===== src/rtl/sbox_serial_ctrl_pkg.sv =====
// Shared definitions for the serial S-box controller: word width, FSM encoding
// and a helper that slices one 5-bit word out of a block.
package sbox_serial_ctrl_pkg;

  localparam int SBOX_W      = 5;
  localparam int MAX_WORDS   = 32;
  localparam int MAX_BLOCK_W = MAX_WORDS * SBOX_W;

  typedef enum logic [1:0] {
    IDLE = 2'd0,
    RUN  = 2'd1,
    DONE = 2'd2
  } state_t;

  // Blocks narrower than MAX_BLOCK_W are zero-extended by the caller.
  function automatic logic [SBOX_W-1:0] word_of(
    input logic [MAX_BLOCK_W-1:0] block,
    input logic [4:0]             i
  );
    return block[SBOX_W*i +: SBOX_W];
  endfunction

endpackage


===== src/rtl/sBoxLayer.sv =====
// Combinational 5-bit substitution shared by the round datapath.
module sBoxLayer (
  input  logic [4:0] x,
  output logic [4:0] Sx
);

  always_comb begin
    Sx = 5'd0;
    case (x)
      5'd0:  Sx = 5'd4;
      5'd1:  Sx = 5'd11;
      5'd2:  Sx = 5'd31;
      5'd3:  Sx = 5'd20;
      5'd4:  Sx = 5'd26;
      5'd5:  Sx = 5'd21;
      5'd6:  Sx = 5'd9;
      5'd7:  Sx = 5'd2;
      5'd8:  Sx = 5'd27;
      5'd9:  Sx = 5'd5;
      5'd10: Sx = 5'd8;
      5'd11: Sx = 5'd18;
      5'd12: Sx = 5'd29;
      5'd13: Sx = 5'd3;
      5'd14: Sx = 5'd6;
      5'd15: Sx = 5'd28;
      5'd16: Sx = 5'd30;
      5'd17: Sx = 5'd19;
      5'd18: Sx = 5'd7;
      5'd19: Sx = 5'd14;
      5'd20: Sx = 5'd0;
      5'd21: Sx = 5'd13;
      5'd22: Sx = 5'd17;
      5'd23: Sx = 5'd24;
      5'd24: Sx = 5'd16;
      5'd25: Sx = 5'd12;
      5'd26: Sx = 5'd1;
      5'd27: Sx = 5'd25;
      5'd28: Sx = 5'd22;
      5'd29: Sx = 5'd10;
      5'd30: Sx = 5'd15;
      5'd31: Sx = 5'd23;
      default: Sx = 5'd0;
    endcase
  end

endmodule


===== src/rtl/sbox_serial_ctrl.sv =====
// Time-multiplexes one sBoxLayer across all words of a block, one word per
// clock, between an input and an output valid/ready handshake.
module sbox_serial_ctrl #(
  parameter int NUM_WORDS = 8,
  parameter int SBOX_W    = sbox_serial_ctrl_pkg::SBOX_W
) (
  input  logic                        clk,
  input  logic                        rst,
  input  logic                        in_valid,
  output logic                        in_ready,
  input  logic [NUM_WORDS*SBOX_W-1:0] in_data,
  output logic                        out_valid,
  input  logic                        out_ready,
  output logic [NUM_WORDS*SBOX_W-1:0] out_data,
  output logic                        busy
);
  import sbox_serial_ctrl_pkg::*;

  localparam int IDX_W = (NUM_WORDS > 1) ? $clog2(NUM_WORDS) : 1;
  localparam int BLK_W = NUM_WORDS * SBOX_W;
  localparam logic [IDX_W-1:0] LAST_IDX = IDX_W'(NUM_WORDS - 1);

  state_t                  state_reg, state_next;
  logic [IDX_W-1:0]        idx_reg, idx_next;
  logic [BLK_W-1:0]        buf_reg;
  logic [MAX_BLOCK_W-1:0]  buf_ext;
  logic [SBOX_W-1:0]       sbox_x;
  logic [SBOX_W-1:0]       sbox_y;
  logic                    accept;
  logic                    release_out;
  logic                    running;

  assign in_ready    = (state_reg == IDLE);
  assign out_valid   = (state_reg == DONE);
  assign busy        = (state_reg == RUN);
  assign running     = busy;
  assign accept      = in_valid && in_ready;
  assign release_out = out_valid && out_ready;

  // idx rests at 0 outside RUN, so the S-box sees word 0 there.
  assign buf_ext = MAX_BLOCK_W'(buf_reg);
  assign sbox_x  = word_of(buf_ext, 5'(idx_reg));

  sBoxLayer u_sbox (
    .x  (sbox_x),
    .Sx (sbox_y)
  );

  always_comb begin
    state_next = state_reg;
    idx_next   = idx_reg;
    case (state_reg)
      IDLE: begin
        if (accept) begin
          state_next = RUN;
          idx_next   = '0;
        end
      end
      RUN: begin
        if (idx_reg == LAST_IDX) begin
          state_next = DONE;
          idx_next   = '0;
        end else begin
          idx_next = idx_reg + 1'b1;
        end
      end
      DONE: begin
        if (release_out) begin
          state_next = IDLE;
        end
      end
      default: begin
        state_next = IDLE;
        idx_next   = '0;
      end
    endcase
  end

  always_ff @(posedge clk or posedge rst) begin
    if (rst) begin
      state_reg <= IDLE;
      idx_reg   <= '0;
      buf_reg   <= '0;
    end else begin
      state_reg <= state_next;
      idx_reg   <= idx_next;
      if (accept) begin
        buf_reg <= in_data;
      end
    end
  end

  // One result word register per slot, loaded when idx points at it.
  generate
    for (genvar gi = 0; gi < NUM_WORDS; gi++) begin : g_word
      logic [SBOX_W-1:0] word_reg;

      always_ff @(posedge clk or posedge rst) begin
        if (rst) begin
          word_reg <= '0;
        end else if (running && (idx_reg == IDX_W'(gi))) begin
          word_reg <= sbox_y;
        end
      end

      assign out_data[gi*SBOX_W +: SBOX_W] = word_reg;
    end
  endgenerate

endmodule

===== config.mk =====
export PLATFORM = sky130hd
export DESIGN_NAME = sbox_serial_ctrl
export DESIGN_NICKNAME = d
export VERILOG_FILES = /design/src/rtl/sbox_serial_ctrl_pkg.sv /design/src/rtl/sBoxLayer.sv /design/src/rtl/sbox_serial_ctrl.sv
export SDC_FILE = /design/constraint.sdc
export NUM_CORES = 1
export LEC_CHECK = 0
export BUFFER_PORTS_ARGS = -buffer_cell sky130_fd_sc_hd__buf_2
export CAP_MARGIN = 20
export CORE_UTILIZATION = 45
export DETAILED_ROUTE_END_ITERATION = 10
export PLACE_DENSITY = 0.78
export SLEW_MARGIN = 25
export SYNTH_ARGS = -nofsm -noshare
export SYNTH_HDL_FRONTEND = slang
export SYNTH_SLANG_ARGS = --single-unit

===== constraint.sdc =====
create_clock -name clk -period 3 [get_ports clk]
set_input_delay 0.3 -clock clk [delete_from_list [all_inputs] [get_ports clk]]
set_output_delay 0.3 -clock clk [all_outputs]
set_load 0.05 [all_outputs]

# Yosys cells after proc, flatten, opt, wreduce, memory -nomap -nowiden
# Memory sizes are Yosys's and may differ from the RTL's.
# Cells that the tools add are included.
[word_totals] out_inout_bits=43 n_memories=1 elab_cells=49 input_bits=44 mem_bits_ro=160 register_bits=85
[mem_list] name="(no name shown)" depth=32 width=5 rd=1 rd_ports_with_merged_regs=0 write_ports=0 line="sBoxLayer.sv:9" text="case (x)"
[classes] mul=1 n_eq_ne=12 n_addsub=1 n_mux=7 n_shift=1 bitwise=1 n_reduce_logical=14
[ops] operator="160-bit by 7-bit variable part select with 5-bit output" count=1
[ops] operator="3-bit equality test (second input constant)" count=4
[ops] operator="1-bit logical AND" count=10
[ops] operator="3-bit case mux with 3 select lines" count=1
[ops] operator="3-bit by 2-bit equality test with 1-bit output (second input constant)" count=2
[ops] operator="3-bit by 3-bit multiplier with 6-bit output (first input constant)" count=1
[ops] operator="2-bit 2-to-1 mux" count=3
[ops] operator="3-bit 2-to-1 mux" count=2
[ops] operator="2-bit by 1-bit inequality test with 1-bit output (second input constant)" count=3
[ops] operator="2-bit case mux with 3 select lines" count=1
[ops] operator="3-bit by 1-bit adder with 3-bit output (second input constant)" count=1
[ops] operator="3-bit by 1-bit equality test with 1-bit output (second input constant)" count=1
[ops] operator="3-bit zero test" count=1
[ops] operator="3-bit AND reduction" count=1
[ops] operator="2-bit by 1-bit equality test with 1-bit output (second input constant)" count=1
[ops] operator="2-bit equality test (second input constant)" count=1
[ops] operator="2-bit zero test" count=1
[ops] operator="2-bit AND reduction" count=1
[ops] operator="1-bit inverter" count=1

# Depth between registers and ports, before layout
# Gate-level depths: netlist of run 1.
[depth] word_depth=4 depth_mapped=9 ltp_nobuf=8

# Modules after synthesis
# A second synthesis of run 1 with hierarchy kept.
[unflattened] hier_cells=251 hier_area_um2=3857.4
[by_module_without_submodules] mod="sbox_serial_ctrl" cells_per_inst=222 seq_area_each_um2=2127.0 instances=1 area_each_um2=3661.0
[by_module_without_submodules] mod="sBoxLayer" cells_per_inst=29 seq_area_each_um2=0.0 instances=1 area_each_um2=196.4

# Worst setup path after synthesis of run 1
# Ideal clock, no wire load.
[synth_path] path_type="register to register" start="reg idx_reg[0]" end="reg g_word[3].word_reg[3]" path_slack_ps=307 setup_time_ps=77 n_path_buf=1 stages_incl_launch_ff=9 required_time_ps=2923 t_arrival_ps=2616 cell_sequence="dfrtp_1 buf_4 mux4_2 mux2i_1 ha_1 nor2_1 maj3_1 mux4_2 o21ai_1"
[synth_via] elab_chain_len=3
[synth_rtl] item="from (decl)" line="sbox_serial_ctrl.sv:24" text="logic [IDX_W-1:0] idx_reg, idx_next;"
[synth_rtl] item="from (signal assigned)" line="sbox_serial_ctrl.sv:86" text="idx_reg <= idx_next;"
[synth_rtl] item="3-bit by 3-bit multiplier with 6-bit output" line="sbox_serial_ctrl_pkg.sv:20" text="return block[SBOX_W*i +: SBOX_W];"
[synth_rtl] item="160-bit by 7-bit variable part select with 5-bit output" line="sbox_serial_ctrl_pkg.sv:20"
[synth_rtl] item="memory 32 x 5 bit"
[synth_rtl] item="to (signal assigned)" line="sbox_serial_ctrl.sv:102" text="word_reg <= sbox_y;"
[synth_rtl] item="to (decl)" line="sbox_serial_ctrl.sv:96" text="logic [SBOX_W-1:0] word_reg;"
# Several ways; a longest one is shown, not always the timed one.
# A chain may end at the register's enable or synchronous reset.

# Worst setup path after layout of run 1
[layout_path] start="reg idx_reg[1]" end="reg g_word[4].word_reg[3]"
[layout_via] elab_chain_len=3
[layout_rtl] item="3-bit by 3-bit multiplier with 6-bit output" line="sbox_serial_ctrl_pkg.sv:20"
[layout_rtl] item="160-bit by 7-bit variable part select with 5-bit output" line="sbox_serial_ctrl_pkg.sv:20"
[layout_rtl] item="memory 32 x 5 bit"
[layout_rtl] item="to (signal assigned)" line="sbox_serial_ctrl.sv:102"
[layout_rtl] item="to (decl)" line="sbox_serial_ctrl.sv:96"
# Several ways; a longest one is shown, not always the timed one.

==> results.sh, run 1 <==
export IMPL_cp_arrival_ns=3.05
export IMPL_gp_congestion=0.787
export IMPL_grt_pass1_vias=2660
export IMPL_ys_seq_elements=85
export IMPL_synth_top_area_frac=0.562
export IMPL_cts_buffer_depth=2
export IMPL_rsz0062_at_grt="no"
export IMPL_drt_iter0_drc=92
export IMPL_dp_hpwl_um=5910
export IMPL_fmax_ghz=0.360
export IMPL_maxCapViolations=0
export IMPL_initial_core_util=0.463
export IMPL_cts_setup_buffers=0
export IMPL_yosysMostFrequentCell="dfrtp_1"
export IMPL_regArea_um2=2130
export IMPL_cts_sinks=85
export IMPL_cp_data_required_time_ns=3.28
export IMPL_grt_ovfl_total=0
export IMPL_die_h_um=93.7
export IMPL_synth_distinct_cells=28
export IMPL_yosysWarningCount=0
export IMPL_synth_flop_cell="dfrtp_1"
export IMPL_vias=2647
export IMPL_ant_nets=0
export IMPL_fill_cells=717
export IMPL_setup_tns_ns=0
export IMPL_critPathMaxFanout=8
export IMPL_grt_max_degree=47
export IMPL_period_share=0.925
export IMPL_fp_dieW_um=93.7
export IMPL_totalWireLength_um=7900
export IMPL_antenna_found_initial=0
export IMPL_antenna_cells=0
export IMPL_drt_wirelength_per_cell_um=15.7
export IMPL_crit_path_frequent_cell="mux4_2"
export IMPL_worst_pin_slew_ns=0.777
export IMPL_max_stage_delay_ns=0.57
export IMPL_grt_pass1_wl_um=13400
export IMPL_final_layout_size_suffix_gt1_frac=0.422
export IMPL_fin_area_um2=4570
export IMPL_finalNetCount=447
export IMPL_syn_inst=303
export IMPL_synthesis_area_um2=3790
export IMPL_finClkSkew_ns=0.00698
export IMPL_io_pins=87
export IMPL_synthTopCellsByArea="dfrtp_1, mux2_2, mux4_2"
export IMPL_area_delta_synth_final_pct=20.7
export IMPL_crit_path_start_kind="register"
export IMPL_hold_viol=0
export IMPL_synth_async_reset_ratio=1.00
export IMPL_multiInputGateArea_um2=1540
export IMPL_rr_endpoint="g_word[4].word_reg[3]"
export IMPL_syn_area_per_cell_um2=12.5
export IMPL_cts_root_buf="clkbuf_8"
export IMPL_h_tree_depth=3
export IMPL_clkLatencyLatePin_ns=0.36
export IMPL_vias_per_cell=5.26
export IMPL_synth_edf_count=0
export IMPL_netlist_top_cells_count="dfrtp_1, mux2_2, nand2_1"
export IMPL_cts_resized=0
export IMPL_worst_path_max_delay_cell="mux4_2"
export IMPL_clk_pin_slew_ns=0.08
export IMPL_drv_slew=0
export IMPL_postLayoutCoreUtil=0.559
export IMPL_grt_total_usage=0.200
export IMPL_r2r_start="idx_reg[1]"
export IMPL_drc=0
export IMPL_worstHoldPathType="primary input to asynchronous set/reset pin"
export IMPL_coreArea_um2=8180
export IMPL_synthesis_nets=357
export IMPL_io_buffers=86
export IMPL_dieArea_um2=8790
export IMPL_cp_end_kind="register"
export IMPL_reg2reg_depth=7
export IMPL_placed_area_um2=4360
export IMPL_slew_headroom=0.482
export IMPL_status="completed"
export IMPL_period_minus_slack_ns=2.77
export IMPL_setup_violations=0
export IMPL_synth_largest_area_cell="dfrtp_1"
export IMPL_cts_buffers_inserted=9
export IMPL_first_pass_iters=4
export IMPL_ctsHoldBuffers=0
export IMPL_ys_seq_area_frac=0.562
export IMPL_critical_path_cell_chain="mux4_2, mux2i_1, ha_1, nor2_1, maj3_1, mux4_2, o21ai_1"
export IMPL_reg2reg_slack_ns=0.23
export IMPL_tritoncts="yes"
export IMPL_worst_setup_path_type="register to register"
export IMPL_fp_row_count=33
[placed cells by master, fill, tap and decap left out]
master | synthesis | routed
inv_1 | 9 | 8
nor2_1 | 5 | 4
dfrtp_1 | 85 | 85
nor2_4 | 0 | 1
a22o_1 | 1 | 1
nor3_1 | 8 | 8
mux2_1 | 1 | 1
clkinv_4 | 0 | 2
o31ai_1 | 10 | 10
mux2_2 | 41 | 41
maj3_1 | 3 | 3
mux2i_1 | 6 | 6
buf_4 | 1 | 12
bufinv_16 | 0 | 2
clkinv_2 | 0 | 1
ha_1 | 10 | 10
xor2_1 | 2 | 2
nor3b_1 | 1 | 1
xnor2_1 | 2 | 2
nand2_1 | 41 | 41
clkinvlp_4 | 0 | 1
o21ai_0 | 22 | 22
buf_2 | 2 | 86
o21ai_1 | 10 | 10
nand3_1 | 3 | 3
maj3_2 | 1 | 1
a21oi_1 | 9 | 9
o22ai_1 | 2 | 2
clkbuf_8 | 0 | 9
mux4_2 | 11 | 11
mux2_4 | 1 | 1
clkbuf_1 | 12 | 2
[cell families after synthesis]
kind of cell	after synthesis	synth area share
mux	60	0.210
flops	85	0.562
simple gates	58	0.0621
xor+xnor	4	0.00925
buf+inv	28	0.0334
fa+ha+maj	14	0.0439
compound gates	54	0.0796
[worst max-delay path by stage]
stage | start | end | slack (ns) | depth (start not counted)
final | idx_reg[1] | g_word[4].word_reg[3] | 0.23 | 7
after global routing | idx_reg[0] | g_word[4].word_reg[3] | 0.03 | 7
after CTS | idx_reg[1] | g_word[4].word_reg[3] | 0.20 | 7
after detailed placement | idx_reg[1] | g_word[4].word_reg[3] | 0.22 | 7
after global placement | idx_reg[0] | g_word[4].word_reg[3] | 0.32 | 7
after floorplan | idx_reg[0] | g_word[3].word_reg[3] | 0.31 | 8
[cell type report]
cell class | count | share of cell area
clock buffer | 11 | 0.0287
timing repair buffer | 98 | 0.114
clock inverter | 5 | 0.0186
tap | 105 | 0.0287
multi-input combinational | 190 | 0.337
inverter | 9 | 0.00766
sequential | 85 | 0.465
[stage by stage]
step / worst slack, ns / cells / hold slack (ns)
floorplan: 0.307 / 303 / 0.386
global placement: 0.321 / 487 / 0.448
detailed placement: 0.219 / 487 / 0.471
CTS: 0.195 / 503 / 0.0836
global route: 0.0266 / 503 / 0.112
finish: 0.226 / 503 / 0.0508
[per-layer routing]
| metal | vias up | share of wire | routed length [um] | GRT usage |
|---|---|---|---|---|
| met5 | - | 0 | 0 | 0 |
| met4 | 0 | 0.013 | 103 | 0.0705 |
| met3 | 15 | 0.066 | 525 | 0.0502 |
| met2 | 103 | 0.48 | 3820 | 0.325 |
| met1 | 1280 | 0.44 | 3460 | 0.260 |
| li1 | 1249 | - | - | - |
[critical path, delay by kind of cell (launching register included)]
family	cells	cell delay [ns]
muxes	3	1.42
and+or+nand+nor	1	0.06
adders and majority gates	2	0.56
AOI/OAI and AO/OA	1	0.18
DFF	1	0.48
Power of run 1 is left out: the tool's default activity adds up to more than one toggle a clock period on the data nets, which glitch-free logic cannot reach.
==> inputs of run 2 (changes only) <==
==> constraint.sdc (replaced) <==
create_clock -name clk -period 3 [get_ports clk]
set_input_delay 0.15 -clock clk [delete_from_list [all_inputs] [get_ports clk]]
set_output_delay 0.15 -clock clk [all_outputs]
set_load 0.02 [all_outputs]
==> run 2 against run 1 <==
Maximum frequency about the same. Non-clock buffer count is 2 higher. Routed wire length increased by 0.38%. Register-to-register slack barely moved. Clock-buffer cell count did not move. Via count fell by 0.49%. Worst setup slack got worse by 0.0018 ns. Sequential share of layout area down 0.20 points. Highest routed layer unchanged.
==> results.sh, run 2 (synthesis results as in run 1) <==
export IMPL_status="completed"
export IMPL_totalWireLength_um=7930
export IMPL_gp_congestion=0.787
export IMPL_cts_root_buf="clkbuf_8"
export IMPL_antenna_cells=0
export IMPL_coreArea_um2=8180
export IMPL_setup_violations=0
export IMPL_crit_path_frequent_cell="mux4_2"
export IMPL_critPathMaxFanout=8
export IMPL_grt_max_degree=47
export IMPL_io_pins=87
export IMPL_max_stage_delay_ns=0.57
export IMPL_multiInputGateArea_um2=1540
export IMPL_cp_data_required_time_ns=3.28
export IMPL_drt_iter0_drc=74
export IMPL_dp_hpwl_um=5910
export IMPL_worst_path_max_delay_cell="mux4_2"
export IMPL_reg2reg_slack_ns=0.22
export IMPL_final_cell_mix="buf_2, dfrtp_1, nand2_1, mux2_2, o21ai_0"
export IMPL_r2r_start="idx_reg[1]"
export IMPL_h_tree_depth=3
export IMPL_period_minus_slack_ns=2.78
export IMPL_grt_pass1_wl_um=13400
export IMPL_vias_per_cell=5.22
export IMPL_die_h_um=93.7
export IMPL_worst_pin_slew_ns=0.784
export IMPL_finalNetCount=449
export IMPL_tritoncts="yes"
export IMPL_min_delay_start="in_data[15]"
export IMPL_antenna_found_initial=0
export IMPL_cts_resized=0
export IMPL_initial_core_util=0.463
export IMPL_cp_end_kind="register"
export IMPL_grt_pass1_vias=2674
export IMPL_hold_viol=0
export IMPL_cp_arrival_ns=3.05
export IMPL_fill_cells=719
export IMPL_setup_tns_ns=0
export IMPL_drt_wirelength_per_cell_um=15.7
export IMPL_ant_nets=0
export IMPL_vias=2634
export IMPL_fp_row_count=33
export IMPL_rsz0062_at_grt="no"
export IMPL_worst_path_buf_inv=0
export IMPL_finClkSkew_ns=0.00574
export IMPL_drc=0
export IMPL_worstHoldPathType="primary input to register"
export IMPL_fmax_ghz=0.360
export IMPL_maxCapViolations=0
export IMPL_final_common_cell="buf_2"
export IMPL_critical_path_cell_chain="mux4_2, mux2i_1, ha_1, nor2_1, maj3_1, mux4_2, o21ai_1"
export IMPL_rr_endpoint="g_word[4].word_reg[3]"
export IMPL_grt_total_usage=0.200
export IMPL_path_delay_family="multiplexers"
export IMPL_period_share=0.925
export IMPL_area_delta_synth_final_pct=21.2
export IMPL_cts_buffer_depth=2
export IMPL_regArea_um2=2130
export IMPL_dieArea_um2=8790
export IMPL_fp_dieW_um=93.7
export IMPL_clk_pin_slew_ns=0.08
export IMPL_first_pass_iters=4
export IMPL_worst_setup_path_type="register to register"
export IMPL_min_path_cells=2
export IMPL_cts_sinks=85
export IMPL_final_layout_size_suffix_gt1_frac=0.420
export IMPL_reg2reg_depth=7
export IMPL_slew_headroom=0.476
export IMPL_clkLatencyLatePin_ns=0.36
export IMPL_drv_slew=0
export IMPL_cts_buffers_inserted=9
export IMPL_io_buffers=86
export IMPL_crit_path_start_kind="register"
export IMPL_grt_ovfl_total=0
export IMPL_hold_end="buf_reg[15]"
-- run 2: cell types whose count changed in the layout (fill, tap and decap cells not counted) --
cell           previous run  this run
dlygate4sd3_1             0         2
-- run 2: worst max-delay path by stage --
stage,start,endpoint,depth (start not counted)
final,idx_reg[1],g_word[4].word_reg[3],7
after global routing,idx_reg[0],g_word[4].word_reg[3],7
after CTS,idx_reg[1],g_word[4].word_reg[3],7
after detailed placement,idx_reg[1],g_word[4].word_reg[3],7
after global placement,idx_reg[0],g_word[4].word_reg[3],7
after floorplan,idx_reg[0],g_word[3].word_reg[3],8
-- run 2: worst register-to-register path: cells and delay by family (launching register included) --
kind                       cells  cell delay [ns]
muxes                          3             1.42
adders and majority gates      2             0.56
DFF                            1             0.48
AOI/OAI and AO/OA              1             0.18
and+or+nand+nor                1             0.06
-- run 2: area by class of cell --
class                           instances  area share
Clock buffer                           11      0.0286
Tap cell                              105      0.0286
Sequential cell                        85       0.463
Timing Repair Buffer                  100       0.118
Clock inverter                          5      0.0185
Multi-Input combinational cell        190       0.336
Inverter                                9     0.00763
-- run 2: metrics by stage --
step	hold WS [ns]	instances	utilization	instance area [um2]	setup WS, ns
6_report	0.0156	505	0.562	4590	0.224
3_5_place_dp	0.323	487	0.533	4360	0.219
4_1_cts	0.00950	505	0.562	4590	0.195
3_3_place_gp	0.298	487	0.533	4360	0.321
5_1_grt	0.00654	505	0.562	4590	0.0266
2_1_floorplan	0.236	303	-	3790	0.307
-- run 2: timing repair --
item                      in CTS  in global routing
hold endpoints to repair      45                  0
buffers inserted               0                  0
hold buffers                   2                  0
-- run 2: per-layer routing --
| layer | track usage | vias to the layer above | part of all wire |
|---|---|---|---|
| met4 | 0.0705 | 0 | 0.015 |
| li1 | - | 1253 | - |
| met2 | 0.326 | 88 | 0.48 |
| met1 | 0.260 | 1282 | 0.45 |
| met3 | 0.0502 | 11 | 0.059 |
| met5 | 0 | - | 0 |
Power of run 2 is left out for the same reason.
